**src/rtl/servo_pkg.sv**
```systemverilog
// -----------------------------------------------------------------------------
// servo_pkg
// Shared definitions for the servo channel datapath: the pulse-width type,
// default channel count and width limits (shared with servo_pwm), the state
// encoding of the slew limiter, and the single-channel slew step helper.
// No ports (package).
// -----------------------------------------------------------------------------
package servo_pkg;

  typedef logic [15:0] width_t;

  localparam int SERVO_NUM_CH    = 5;
  localparam int SERVO_MIN_US    = 1000;
  localparam int SERVO_MAX_US    = 2000;
  localparam int SERVO_CENTER_US = 1500;

  typedef enum logic {
    IDLE   = 1'b0,
    UPDATE = 1'b1
  } ramp_state_e;

  // Moves cur toward tgt by at most step. Work in 17 bits and compare the
  // remaining gap against the step, so neither direction can wrap.
  function automatic width_t slew_step(input width_t cur,
                                       input width_t tgt,
                                       input width_t step);
    logic [16:0] cur_x;
    logic [16:0] tgt_x;
    logic [16:0] step_x;
    logic [16:0] nxt_x;
    cur_x  = {1'b0, cur};
    tgt_x  = {1'b0, tgt};
    step_x = {1'b0, step};
    nxt_x  = cur_x;
    if (cur_x < tgt_x) begin
      nxt_x = ((tgt_x - cur_x) <= step_x) ? tgt_x : (cur_x + step_x);
    end else if (cur_x > tgt_x) begin
      nxt_x = ((cur_x - tgt_x) <= step_x) ? tgt_x : (cur_x - step_x);
    end
    return nxt_x[15:0];
  endfunction

endpackage

```
**src/rtl/servo_tick_gen.sv**
```systemverilog
// -----------------------------------------------------------------------------
// servo_tick_gen
// Free-running divider that paces the servo update stages. The count runs
// 0..TICK_DIV-1 and wraps; tick is high for the one cycle where the count is
// at its last value, so the first tick after reset lands on cycle TICK_DIV-1.
//
// Ports:
//   clk    in   system clock
//   rst_n  in   asynchronous active-low reset
//   tick   out  one-cycle pulse every TICK_DIV cycles
// -----------------------------------------------------------------------------
module servo_tick_gen #(
  parameter int TICK_DIV = 250_000
) (
  input  logic clk,
  input  logic rst_n,
  output logic tick
);

  localparam int CNT_W = (TICK_DIV > 1) ? $clog2(TICK_DIV) : 1;
  localparam logic [CNT_W-1:0] LAST = CNT_W'(TICK_DIV - 1);

  logic [CNT_W-1:0] cnt_q;
  logic [CNT_W-1:0] cnt_d;

  always_comb begin
    cnt_d = (cnt_q == LAST) ? '0 : cnt_q + 1'b1;
  end

  always_ff @(posedge clk or negedge rst_n) begin
    if (!rst_n) begin
      cnt_q <= '0;
    end else begin
      cnt_q <= cnt_d;
    end
  end

  assign tick = (cnt_q == LAST);

endmodule

```
**src/rtl/servo_slew_ramp.sv**
```systemverilog
// -----------------------------------------------------------------------------
// servo_slew_ramp
// Per-channel slew-rate limiter feeding the servo_pwm generators. Targets
// arrive over a valid/ready handshake and are clamped to [MIN_US, MAX_US].
// On every tick the block walks the channels one per cycle, moving each
// current width toward its target by at most STEP_US.
//
// Ports:
//   clk           in   system clock
//   rst_n         in   asynchronous active-low reset
//   cmd_valid     in   command present
//   cmd_ready     out  command can be accepted (low while a pass runs)
//   cmd_ch        in   target channel index
//   cmd_width_us  in   requested width in us
//   cmd_err       out  one-cycle pulse after accepting an out-of-range channel
//   width_us      out  current width per channel, to servo_pwm
//   at_target     out  per channel: current width equals target
//   busy          out  any channel still moving
// -----------------------------------------------------------------------------
module servo_slew_ramp
  import servo_pkg::*;
#(
  parameter int NUM_CH    = SERVO_NUM_CH,
  parameter int TICK_DIV  = 250_000,
  parameter int STEP_US   = 10,
  parameter int MIN_US    = SERVO_MIN_US,
  parameter int MAX_US    = SERVO_MAX_US,
  parameter int CENTER_US = SERVO_CENTER_US
) (
  input  logic              clk,
  input  logic              rst_n,
  input  logic              cmd_valid,
  output logic              cmd_ready,
  input  logic [2:0]        cmd_ch,
  input  width_t            cmd_width_us,
  output logic              cmd_err,
  output width_t            width_us [NUM_CH],
  output logic [NUM_CH-1:0] at_target,
  output logic              busy
);

  localparam int IDX_W = (NUM_CH > 1) ? $clog2(NUM_CH) : 1;
  localparam logic [IDX_W-1:0] LAST_IDX = IDX_W'(NUM_CH - 1);
  localparam width_t STEP_W   = width_t'(STEP_US);
  localparam width_t MIN_W    = width_t'(MIN_US);
  localparam width_t MAX_W    = width_t'(MAX_US);
  localparam width_t CENTER_W = width_t'(CENTER_US);

  // A full pass must finish, with an idle cycle to spare, before the next tick.
  if (TICK_DIV < NUM_CH + 2) begin : g_bad_tick_div
    $error("servo_slew_ramp: TICK_DIV must be at least NUM_CH + 2");
  end

  ramp_state_e       state_q, state_d;
  logic [IDX_W-1:0]  idx_q, idx_d;
  width_t            cur_q [NUM_CH];
  width_t            cur_d [NUM_CH];
  width_t            tgt_q [NUM_CH];
  width_t            tgt_d [NUM_CH];
  logic              ready_q, ready_d;
  logic              err_q, err_d;
  logic [NUM_CH-1:0] at_q, at_d;
  logic              busy_q, busy_d;

  logic   tick;
  logic   accept;
  logic   bad_ch;
  width_t clamped;

  servo_tick_gen #(
    .TICK_DIV (TICK_DIV)
  ) u_tick_gen (
    .clk   (clk),
    .rst_n (rst_n),
    .tick  (tick)
  );

  assign accept = cmd_valid && ready_q;
  assign bad_ch = int'(cmd_ch) >= NUM_CH;

  always_comb begin
    clamped = cmd_width_us;
    if (cmd_width_us < MIN_W) begin
      clamped = MIN_W;
    end else if (cmd_width_us > MAX_W) begin
      clamped = MAX_W;
    end
  end

  // cmd_ready is registered from the next state so it drops in the same
  // edge that starts a pass; a command seen in the tick cycle is still taken.
  always_comb begin
    state_d = state_q;
    idx_d   = idx_q;
    unique case (state_q)
      IDLE: begin
        if (tick) begin
          state_d = UPDATE;
          idx_d   = '0;
        end
      end
      UPDATE: begin
        idx_d = idx_q + 1'b1;
        if (idx_q == LAST_IDX) begin
          state_d = IDLE;
          idx_d   = '0;
        end
      end
      default: begin
        state_d = IDLE;
        idx_d   = '0;
      end
    endcase
    ready_d = (state_d == IDLE);
  end

  // Accepts only happen in IDLE, so a target write and a width update for
  // the same channel never coincide.
  always_comb begin
    for (int i = 0; i < NUM_CH; i++) begin
      tgt_d[i] = tgt_q[i];
      cur_d[i] = cur_q[i];
      if (accept && !bad_ch && (int'(cmd_ch) == i)) begin
        tgt_d[i] = clamped;
      end
      if ((state_q == UPDATE) && (int'(idx_q) == i)) begin
        cur_d[i] = slew_step(cur_q[i], tgt_q[i], STEP_W);
      end
      at_d[i] = (cur_q[i] == tgt_q[i]);
    end
    busy_d = ~&at_d;
    err_d  = accept && bad_ch;
  end

  always_ff @(posedge clk or negedge rst_n) begin
    if (!rst_n) begin
      state_q <= IDLE;
      idx_q   <= '0;
      ready_q <= 1'b1;
      err_q   <= 1'b0;
      at_q    <= '1;
      busy_q  <= 1'b0;
      for (int i = 0; i < NUM_CH; i++) begin
        cur_q[i] <= CENTER_W;
        tgt_q[i] <= CENTER_W;
      end
    end else begin
      state_q <= state_d;
      idx_q   <= idx_d;
      ready_q <= ready_d;
      err_q   <= err_d;
      at_q    <= at_d;
      busy_q  <= busy_d;
      for (int i = 0; i < NUM_CH; i++) begin
        cur_q[i] <= cur_d[i];
        tgt_q[i] <= tgt_d[i];
      end
    end
  end

  assign cmd_ready = ready_q;
  assign cmd_err   = err_q;
  assign width_us  = cur_q;
  assign at_target = at_q;
  assign busy      = busy_q;

endmodule

```
**config.mk**
```make
export PLATFORM = sky130hd
export DESIGN_NAME = servo_slew_ramp
export DESIGN_NICKNAME = d
export VERILOG_FILES = /design/src/rtl/servo_pkg.sv /design/src/rtl/servo_tick_gen.sv /design/src/rtl/servo_slew_ramp.sv
export SDC_FILE = /design/constraint.sdc
export NUM_CORES = 1
export LEC_CHECK = 0
export ABC_AREA = 1
export BUFFER_PORTS_ARGS = -buffer_cell sky130_fd_sc_hd__buf_2
export CORE_MARGIN = 8
export CORE_UTILIZATION = 30
export DETAILED_ROUTE_END_ITERATION = 8
export PLACE_DENSITY = 0.55
export SLEW_MARGIN = 20
export SYNTH_ARGS = -nofsm -noshare
export SYNTH_HDL_FRONTEND = slang
export SYNTH_SLANG_ARGS = --single-unit
```
**constraint.sdc**
```tcl
create_clock -name clk -period 8.9 [get_ports clk]
set_clock_uncertainty 0.1 [all_clocks]
set_input_delay 0.89 -clock clk [delete_from_list [all_inputs] [get_ports clk]]
set_output_delay 0.89 -clock clk [all_outputs]
set_load 0.01 [all_outputs]
```
==> out/metrics.cfg, run 1 <==
[route]
firstDrtPassIters=5
drt_iter0_drc=1539
via_per_inst=4.80
vias=24400
remaining_drc_errors=0
ant_nets=0
routed_wirelength_mm=80.7
wl_per_cell_um=15.9

[placement]
port_buffers=109
gp_congestion=0.929
dp_hpwl_mm=65.3
placed_cells=5057
dpl_cell_area_um2=24700

[cells_and_area]
final_cell_area_um2=25300
fin_cells=5090
nFillCells=8753
drive_gt1_share_pct=7.95
syn2layout_area_growth_pct=9.21
nets=4244

[critical_path]
reg2reg_depth=16
worstSetupStartpointType=flip-flop
crit_slowest_cell=inv_1
timing.rr.end=width_us[0]$_DFFE_PN0P_
critPathCaptureType=flip-flop
worstSetupPathType=reg2reg
cp_num_buf_inv=3
max_stage_delay_ps=710
path_cells=inv_1, ha_1, nand2_1, inv_1, a21oi_1, nor2_1, nor2_1, nand2_1, nand2_1, nand2_1, nand2_1, nand2_1, inv_1, nand2_1, nand2_1, o21ai_1
reg2reg_from=width_us[10]$_DFFE_PN1P_
cp_max_fo=22
cp_common_cell=nand2_1
reg2reg_setup_slack_ps=4680
crit_required_ps=9170
arrival_ps=4490
crit_family=simple AND/OR/NAND/NOR gates

[synth]
syn_area_per_cell_um2=5.82
yosysWarningCount=0
ys_seq_elements=190
syn_area_um2=23100
syn-num-nets=4183
synth_top_flop_cell=dfrtp_1
synth-edff-count=0
seq_area_frac_synth_pct=21.0
syn_inst=3975
ys_types=47
async_flop_share_pct=100
yosys.area.top_type=nand2_1
synth_area_leaders=nand2_1 (25%), dfrtp_1 (12%), inv_1 (10%)
synth_top_area_share_pct=25.5

[global_routing]
globalRouteOverflowTotal=0
track_usage_pct=18.4
antenna_found_initial=1
grt_pass1_vias=23300
grt_max_degree=83
grt_pass1_wl_mm=128

[clock_network]
path_clk_slew_ps=90
cts_hold_buf=0
cts_buffers=17
clock_path_buffers=2
cts_tree=done
clockRootBuffer=clkbuf_16
cts_max_level=4
cts.sinks=190
ctsResizeCount=0
postCtsSetupBuffers=0
clk_latency_ps=490

[timing]
setup_viol=0
relSlewSlack_pct=25.0
hold_viol=0
worst_pin_slew_ps=1120
period_share_pct=47.4
rsz0062_at_grt=false
fin_tns_setup_ps=0
fmax_ghz=0.237
maxSlewViolCount=0
period_minus_slack_ps=4220

[pwr]
p_leak_nw=14.1
seqPwrFrac_pct=34.4
power_density_nw_per_um2=111
switching_share_pct=41.6
ir_drop_mv=0.114
p_int_mw=1.63
p_comb_share_pct=37.3
p_switching_mw=1.16
p_clk_share_pct=28.4

[floorplan]
pin_count=110
die_area_um2=86300
start_util_pct=30.1
die_h_um=294
row_count=102
die_x_um=294
coreArea_um2=77000

[outcome]
status=finished clean

[job]
maxCapViolCount=0

[hold_path]
holdCritPathClass=in2async

[worst max path at each step]
stage | cells past startpoint | slack (ps) | start | to
5_1_grt | 17 | 4310 | width_us[72]$_DFFE_PN1P_ | width_us[64]$_DFFE_PN0P_
6_report | 16 | 4680 | width_us[10]$_DFFE_PN1P_ | width_us[0]$_DFFE_PN0P_
3_5_place_dp | 16 | 4780 | width_us[10]$_DFFE_PN1P_ | width_us[0]$_DFFE_PN0P_
3_3_place_gp | 17 | 4780 | width_us[72]$_DFFE_PN1P_ | width_us[64]$_DFFE_PN0P_
2_1_floorplan | 20 | 5880 | width_us[3]$_DFFE_PN1P_ | width_us[13]$_DFFE_PN0P_
4_1_cts | 16 | 4750 | width_us[10]$_DFFE_PN1P_ | width_us[0]$_DFFE_PN0P_
[cell families after synthesis]
family                     synth area share (%)
AOI/OAI and AO/OA                          5.75
xor gates and xnor gates                   5.15
adders and majority gates                  10.4
buffers and inverters                      12.5
DFF                                        21.0
and+or+nand+nor                            45.3
[sequential cells by signal, indices dropped and copies added, names as in the netlist]
signal,flops
idx_q,3
at_target,5
cmd_err,1
u_tick_gen.cnt_q,18
cmd_ready,1
busy,1
width_us,80
tgt_q,80
state_q,1
[cells in the mapped netlist (19+ instances only)]
master / instances
dfrtp_1: 114
clkbuf_1: 31
inv_2: 24
nand3_1: 434
nand4_1: 88
a21oi_1: 104
xor2_1: 134
inv_1: 639
o21ai_0: 102
nor3_1: 38
buf_2: 33
ha_1: 176
nor2_1: 247
dfstp_2: 76
nand2_1: 1571
nor2_2: 19
[final cells by class]
cell class              instances  area, um2  area share [%]
diodes                          1       2.50         0.00990
clock buffers                  19        443            1.75
clock inverters                13        131           0.520
inverters                     666       2500            9.89
multi-input cells            3042      15400            61.0
flip-flops and latches        190       4850            19.2
well taps                    1040       1300            5.15
repair buffers                119        631            2.50
[routing by layer]
metal  track usage [%]  part of all wire [%]  routed length [um]  up-vias
met2              30.3                    45               36600      569
met5                 0                     0                   0        -
met1              24.7                    47               38300    11300
met3              3.24                   5.4                4350       80
li1                  -                     -                   -    12500
met4              4.80                   1.9                1510        0
[power groups by stage]
stage | clock, mW | sequential [mW] | combinational, mW
global placement | 0 | 0.976 | 1.03
global route | 0.850 | 0.965 | 1.19
CTS | 0.825 | 0.959 | 1.03
detailed placement | 0 | 0.974 | 1.03
floorplan | 0 | 0.957 | 0.763
finish | 0.793 | 0.960 | 1.04
[layout by cell type (no fill, tap or decap), types with 8 or more instances in the layout]
cell	netlist	layout
nor3_1	38	36
nand2_1	1571	1571
clkbuf_16	0	17
nor2_2	19	19
dfrtp_1	114	114
nand2_2	15	15
nor2_4	15	15
nand4_1	88	88
buf_2	33	108
dfstp_2	76	76
o21ai_0	102	102
o21ai_1	8	8
inv_1	639	639
buf_4	5	10
nor4_1	18	18
xor2_1	134	134
o211ai_1	8	8
inv_2	24	24
a21oi_1	104	104
o21bai_1	11	11
nand3_1	434	434
fa_1	10	10
nor2_1	247	247
ha_1	176	176
[per-stage QoR]
step | util, % | setup WS (ps) | total power, mW | hold slack, ps
5_1_grt | 32.8 | 4310 | 3.00 | 296
6_report | 32.8 | 4680 | 2.79 | 264
2_1_floorplan | - | 5880 | 1.72 | 332
3_3_place_gp | 32.1 | 4780 | 2.01 | 355
4_1_cts | 32.8 | 4750 | 2.82 | 273
3_5_place_dp | 32.1 | 4780 | 2.01 | 358
No activity file was read; power rests on OpenSTA's default activity.
==> inputs of run 2 (changes only) <==
--- a/config.mk
+++ b/config.mk
@@ -5,12 +5,12 @@
 export SDC_FILE = /design/constraint.sdc
 export NUM_CORES = 1
 export LEC_CHECK = 0
-export ABC_AREA = 1
+export ABC_AREA = 0
 export BUFFER_PORTS_ARGS = -buffer_cell sky130_fd_sc_hd__buf_2
 export CORE_MARGIN = 8
 export CORE_UTILIZATION = 30
 export DETAILED_ROUTE_END_ITERATION = 8
-export PLACE_DENSITY = 0.55
+export PLACE_DENSITY = 0.57
 export SLEW_MARGIN = 20
 export SYNTH_ARGS = -nofsm -noshare
 export SYNTH_HDL_FRONTEND = slang
==> constraint.sdc (replaced) <==
create_clock -name clk -period 3.8 [get_ports clk]
set_clock_uncertainty 0.1 [all_clocks]
set_input_delay 0.38 -clock clk [delete_from_list [all_inputs] [get_ports clk]]
set_output_delay 0.38 -clock clk [all_outputs]
set_load 0.01 [all_outputs]
==> out/metrics.cfg, run 2 <==
[outcome]
status=finished with violations  ; was finished clean
violations=negative setup slack

[synth]
yosysMostFrequentCell=nand2_1  ; unchanged
ys_seq_elements=190  ; unchanged
async_flop_share_pct=100  ; unchanged
syn_inst=2695  ; was 3975
yosys.area.top_type=dfrtp_1  ; was nand2_1
syn_area_per_cell_um2=7.49  ; was 5.82 um2
synth_top_flop_cell=dfrtp_1  ; unchanged
seq_area_frac_synth_pct=24.0  ; was 21.0%
syn-num-nets=2903  ; was 4183
ys_types=91  ; was 47
synth_top_area_share_pct=14.1  ; was 25.5%
synth.top_cells.by_count=nand2_1 (246), o21ai_0 (235), a21oi_1 (229)  ; was nand2_1 (1571), inv_1 (639), nand3_1 (434)
syn_area_um2=20200  ; was 23100 um2
synth-edff-count=0  ; unchanged
yosysWarningCount=0  ; unchanged
synth_area_leaders=dfrtp_1 (14%), ha_1 (11%), dfstp_2 (9.9%)  ; was nand2_1 (25%), dfrtp_1 (12%), inv_1 (10%)

[cells_and_area]
syn2layout_area_growth_pct=36.5  ; was 9.21%
drive_gt1_share_pct=31.4  ; was 7.95%
seqCellArea_um2=4850  ; about the same
final_cell_mix=buf_4 (516), nand2_1 (235), inv_1 (198)  ; was nand2_1 (1571), inv_1 (639), nand3_1 (434)
multi_input_area_um2=15300  ; was 15400 um2
fin_cells=4132  ; was 5090
nets=3453  ; was 4244
final_cell_area_um2=27600  ; was 25300 um2
mostFrequentLayoutCell=buf_4  ; was nand2_1
nFillCells=6812  ; was 8753

[clock_network]
clockRootBuffer=clkbuf_16  ; unchanged
cts_tree=done  ; unchanged
clk_latency_ps=510  ; was 490 ps
cts_buffers=17  ; unchanged
cts.sinks=190  ; unchanged
cts_max_level=4  ; unchanged
clock_path_buffers=2  ; unchanged
path_clk_slew_ps=80  ; was 90 ps

[critical_path]
path_cells=inv_1, ha_2, fa_2, nand2b_4, a21o_1, o21a_1, a2111oi_2, nand4_1, or4b_1, or4b_4, o311a_4, nand2b_4, a22o_1, a31oi_1  ; was inv_1, ha_1, nand2_1, inv_1, a21oi_1, nor2_1, nor2_1, nand2_1, nand2_1, nand2_1, nand2_1, nand2_1, inv_1, nand2_1, nand2_1, o21ai_1
worstSetupStartpointType=flip-flop  ; unchanged
critPathLaunch=tgt_q[32]$_DFFE_PN0P_  ; was width_us[10]$_DFFE_PN1P_
reg2reg_setup_slack_ps=-150  ; was 4680 ps
cp_num_buf_inv=1  ; was 3
cp_common_cell=nand2b_4  ; was nand2_1
cp_max_fo=3  ; was 22
worstSetupPathType=reg2reg  ; unchanged
reg2reg_from=tgt_q[32]$_DFFE_PN0P_  ; was width_us[10]$_DFFE_PN1P_
crit_family=simple AND/OR/NAND/NOR gates  ; unchanged
crit_required_ps=4130  ; was 9170 ps
arrival_ps=4280  ; was 4490 ps
max_stage_delay_ps=530  ; was 710 ps
crit_slowest_cell=or4b_4  ; was inv_1
critPathCaptureType=flip-flop  ; unchanged

[global_routing]
grt_pass1_vias=21400  ; was 23300
globalRouteMet2Util_pct=30.8  ; was 30.3%
grt_pass1_wl_mm=118  ; was 128 mm
grt_max_degree=89  ; was 83
track_usage_pct=19.3  ; was 18.4%
use_met1_pct=26.4  ; was 24.7%
top_usage_layer=met2  ; unchanged
globalRouteOverflowTotal=0  ; unchanged
gr-usage-met3_pct=2.88  ; was 3.24%
antenna_found_initial=2  ; was 1

[floorplan]
row_count=95  ; was 102
pin_count=110  ; unchanged
die_area_um2=75900  ; was 86300 um2
coreArea_um2=66900  ; was 77000 um2
die_h_um=275  ; was 294 um
die_x_um=275  ; was 294 um
start_util_pct=30.2  ; was 30.1%

[timing]
relSlewSlack_pct=38.2  ; was 25.0%
rsz0062_at_grt=true  ; was false
period_minus_slack_ps=3950  ; was 4220 ps
setup_viol=10  ; was 0
hold_viol=0  ; unchanged
worst_pin_slew_ps=927  ; was 1120 ps
fmax_ghz=0.253  ; was 0.237 GHz
holdWs_ps=146  ; was 264 ps
period_share_pct=104  ; was 47.4%
maxSlewViolCount=0  ; unchanged
timing.final.ws_setup_ps=-150  ; was 4680 ps

[placement]
port_buffers=109  ; unchanged
dpl_cell_area_um2=25400  ; was 24700 um2
dp_hpwl_mm=58.5  ; was 65.3 mm
placed_cells=4057  ; was 5057
gp_congestion=0.938  ; was 0.929

[route]
routed_wirelength_mm=75.5  ; was 80.7 mm
ant_nets=0  ; unchanged
drt_iter0_drc=1909  ; was 1539
firstDrtPassIters=5  ; unchanged
via_per_inst=5.45  ; was 4.80
vias=22500  ; was 24400
remaining_drc_errors=0  ; unchanged
wl_per_cell_um=18.3  ; was 15.9 um

[pwr]
power_density_nw_per_um2=265  ; was 111 nW/um2
p_leak_nw=12.3  ; was 14.1 nW
p_total_mw=7.30  ; was 2.79 mW
ir_drop_mv=0.340  ; was 0.114 mV

[hold_path]
holdCritPathClass=in2reg  ; was in2async
min_from=cmd_ch[2]

[job]
maxCapViolCount=0  ; unchanged

==> run 2: worst reg2reg max path: stages (launching register included) <==
cell and delay (ps):
dfrtp_1 350, inv_1 50, ha_2 190, fa_2 340, nand2b_4 160, a21o_1 170, o21a_1 180, a2111oi_2 320
nand4_1 150, or4b_1 520, or4b_4 530, o311a_4 370, nand2b_4 150, a22o_1 170, a31oi_1 120
==> run 2: metrics by stage <==
stage,setup slack [ps],utilization (%),TNS (ps)
after CTS,-133,39.4,-597
after global routing,-260,41.2,-3880
after global placement,-260,37.9,-4950
final,-150,41.2,-782
after floorplan,-112,-,-139
after detailed placement,-274,37.9,-6150
==> run 2: cells by family (layout without fill, tap and decap cells) <==
kind of cell	after synthesis	in the layout	synth area share, %
and+or+nand+nor	958	958	23.7
AOI/OAI and AO/OA	906	906	28.9
buffers and inverters	348	911	6.75
DFF	190	190	24.0
adders and majority gates	186	186	11.9
xor gates and xnor gates	87	87	3.77
muxes	20	20	1.02
other	0	1	0
==> run 2: path summary, 6_finish.rpt <==
check,endpoint,cells past startpoint
min,cmd_err$_DFF_PN0_,3
max reg2reg,width_us[44]$_DFFE_PN0P_,14
min in group asynchronous,width_us[62]$_DFFE_PN0P_,2
max,width_us[44]$_DFFE_PN0P_,14
min reg2reg,u_tick_gen.cnt_q[0]$_DFF_PN0_,1
max in group asynchronous,tgt_q[74]$_DFFE_PN1P_,3
==> run 2: area by class of cell <==
class | count | area share (%)
Multi-Input combinational cell | 2157 | 55.4
Timing Repair Buffer | 665 | 17.9
Sequential cell | 190 | 17.6
Tap cell | 873 | 3.96
Inverter | 214 | 2.94
Clock buffer | 19 | 1.57
Clock inverter | 13 | 0.604
Antenna cell | 1 | 0.00908
==> run 2: repair_timing <==
action | in CTS | in global routing
endpoints found under the setup margin | 76 | 80
cloned | 2 | 1
gates resized for setup | 76 | 230
setup buffers | 12 | 26
hold buffers | 1 | 0
hold endpoints to repair | 55 | 0
pin swaps | 46 | 113
==> run 2: metal layers <==
| metal | vias to the layer above | part of all wire, % |
|---|---|---|
| met4 | 0 | 2.8 |
| met5 | - | 0 |
| met3 | 118 | 5.6 |
| met1 | 10700 | 46 |
| li1 | 11000 | - |
| met2 | 687 | 45 |
==> run 2: power breakdown <==
| group | total (mW) | switching [mW] | internal (mW) | leakage (nW) |
|---|---|---|---|---|
| logic | 3.07 | 1.63 | 1.44 | 9.63 |
| clock network | 1.96 | 0.925 | 1.04 | 0.289 |
| registers | 2.27 | 0.114 | 2.15 | 2.34 |
| total | 7.30 | 2.67 | 4.63 | 12.3 |
==> inputs of run 3 (changes only) <==
--- a/config.mk
+++ b/config.mk
@@ -11,7 +11,7 @@
 export CORE_UTILIZATION = 30
 export DETAILED_ROUTE_END_ITERATION = 8
 export PLACE_DENSITY = 0.57
-export SLEW_MARGIN = 20
+export SKIP_LAST_GASP = 1
 export SYNTH_ARGS = -nofsm -noshare
 export SYNTH_HDL_FRONTEND = slang
 export SYNTH_SLANG_ARGS = --single-unit
==> out/metrics.cfg, run 3 (synthesis gave the netlist of run 2 again) <==
[outcome]
status=finished with violations  ; unchanged
violations=negative setup slack  ; unchanged

[route]
drt_iter0_drc=1867  ; was 1909
ant_nets=0  ; unchanged
routed_wirelength_mm=75.4  ; was 75.5 mm
firstDrtPassIters=6  ; was 5
vias=22500  ; about the same
via_per_inst=5.44  ; was 5.45
remaining_drc_errors=0  ; unchanged
wl_per_cell_um=18.2  ; was 18.3 um

[critical_path]
arrival_ps=4280  ; about the same
max_stage_delay_ps=530  ; about the same
cp_num_buf_inv=1  ; unchanged
crit_family=simple AND/OR/NAND/NOR gates  ; unchanged
crit_required_ps=4130  ; about the same
crit_slowest_cell=or4b_4  ; unchanged
critPathCaptureType=flip-flop  ; unchanged
worstSetupPathType=reg2reg  ; unchanged
cp_common_cell=nand2b_4  ; unchanged
cp_max_fo=3  ; unchanged
path_cells=inv_1, ha_2, fa_2, nand2b_4, a21o_1, o21a_1, a2111oi_2, nand4_1, or4b_1, or4b_4, o311a_4, nand2b_4, a22o_1, a31oi_1  ; unchanged
worstSetupStartpointType=flip-flop  ; unchanged

[clock_network]
cts_max_level=4  ; unchanged
cts_buffers=17  ; unchanged
cts_tree=done  ; unchanged
clock_path_buffers=2  ; unchanged
clk_latency_ps=510  ; about the same
cts.sinks=190  ; unchanged
path_clk_slew_ps=80  ; about the same
clockRootBuffer=clkbuf_16  ; unchanged

[timing]
setup_viol=11  ; was 10
timing.final.ws_setup_ps=-147  ; was -150 ps
period_share_pct=104  ; about the same
maxSlewViolCount=0  ; unchanged
hold_viol=0  ; unchanged
rsz0062_at_grt=true  ; unchanged
worst_pin_slew_ps=1020  ; was 927 ps
fmax_ghz=0.253  ; about the same
relSlewSlack_pct=31.9  ; was 38.2%
period_minus_slack_ps=3950  ; about the same

[cells_and_area]
multi_input_area_um2=15200  ; was 15300 um2
syn2layout_area_growth_pct=36.4  ; was 36.5%
nFillCells=6813  ; was 6812
nets=3454  ; was 3453
final_cell_area_um2=27500  ; was 27600 um2
final_cell_mix=buf_4 (519), nand2_1 (235), inv_1 (198), o21ai_0 (198), a21oi_1 (197)  ; was buf_4 (516), nand2_1 (235), inv_1 (198)
seqCellArea_um2=4850  ; unchanged
drive_gt1_share_pct=31.3  ; was 31.4%
mostFrequentLayoutCell=buf_4  ; unchanged

[global_routing]
track_usage_pct=19.3  ; about the same
globalRouteOverflowTotal=0  ; unchanged
grt_pass1_wl_mm=118  ; about the same
grt_max_degree=89  ; unchanged
grt_pass1_vias=21400  ; about the same
antenna_found_initial=2  ; unchanged

[pwr]
p_int_mw=4.63  ; about the same
p_total_mw=7.30  ; about the same
p_clk_share_pct=26.8  ; was 26.9%
power_density_nw_per_um2=265  ; about the same
ir_drop_mv=0.339  ; was 0.340 mV
p_comb_share_pct=42.1  ; was 42.0%
switching_share_pct=36.6  ; about the same
p_switching_mw=2.67  ; about the same
p_leak_nw=12.3  ; about the same
seqPwrFrac_pct=31.1  ; about the same

[placement]
port_buffers=109  ; unchanged
dp_hpwl_mm=58.5  ; unchanged
dpl_cell_area_um2=25400  ; unchanged
gp_congestion=0.938  ; unchanged

[floorplan]
coreArea_um2=66900  ; unchanged
pin_count=110  ; unchanged
die_x_um=275  ; unchanged
die_area_um2=75900  ; unchanged
start_util_pct=30.2  ; unchanged
row_count=95  ; unchanged
die_h_um=275  ; unchanged

[job]
maxCapViolCount=0  ; unchanged

[hold_path]
holdCritPathClass=in2reg  ; unchanged

run 3: metal layers:
metal / track usage [%] / part of all wire, % / vias up / wire, um
met1: 26.4 / 47 / 10700 / 35200
met5: 0 / 0 / - / 0
met4: 6.41 / 2.8 / 0 / 2090
met3: 2.88 / 5.4 / 111 / 4100
li1: - / - / 11000 / -
met2: 30.7 / 45 / 716 / 34100
run 3: what timing repair did:
action                                  4_1_cts  5_1_grt
setup buffers                                12       28
hold endpoints to repair                     55        0
hold buffers                                  1        0
endpoints found under the setup margin       76       80
pin swaps                                    46      105
resized for setup                            73      227
gates cloned                                  2        1
run 3: area by class of cell:
| class | count | area share, % |
|---|---|---|
| repair buffers | 666 | 17.9 |
| clock buffers | 19 | 1.57 |
| inverters | 214 | 2.94 |
| diodes | 1 | 0.00909 |
| multi-input cells | 2157 | 55.3 |
| clock inverters | 13 | 0.604 |
| flip-flops and latches | 190 | 17.6 |
| well taps | 873 | 3.97 |
run 3: path summary, 6_finish.rpt:
path / from / endpoint / slack, ps / cells past startpoint
worst max-delay path: tgt_q[32]$_DFFE_PN0P_ / width_us[44]$_DFFE_PN0P_ / -150 / 14
max in group asynchronous: rst_n / tgt_q[74]$_DFFE_PN1P_ / 2340 / 3
worst min-delay path: cmd_ch[2] / cmd_err$_DFF_PN0_ / 160 / 3
min in group asynchronous: rst_n / width_us[62]$_DFFE_PN0P_ / 360 / 2
worst max register to register: tgt_q[32]$_DFFE_PN0P_ / width_us[44]$_DFFE_PN0P_ / -150 / 14
worst min register to register: u_tick_gen.cnt_q[0]$_DFF_PN0_ / u_tick_gen.cnt_q[0]$_DFF_PN0_ / 390 / 1
run 3: power groups by stage:
stage	Sequential (mW)	Combinational [mW]	Clock [mW]
CTS	2.26	2.82	2.03
floorplan	2.25	1.70	0
detailed placement	2.29	2.73	0
finish	2.27	3.07	1.96
global route	2.28	3.35	2.08
global placement	2.29	2.73	0
run 3: worst reg2reg max path, delay by kind of cell (launching register included):
family / cells / cell delay, ps
simple gates: 5 / 1510
compound gates: 6 / 1340
buf+inv: 1 / 50
flops: 1 / 350
fa+ha+maj: 2 / 530
run 3: stage by stage:
stage	utilization, %	hold WS, ps	std cells	setup slack, ps	TNS [ps]
after floorplan	-	-15.6	2695	-112	-139
after global placement	37.9	359	4057	-260	-4950
after detailed placement	37.9	356	4057	-274	-6150
after CTS	39.4	108	4104	-133	-612
after global routing	41.1	159	4132	-260	-4090
final	41.1	157	4133	-147	-815
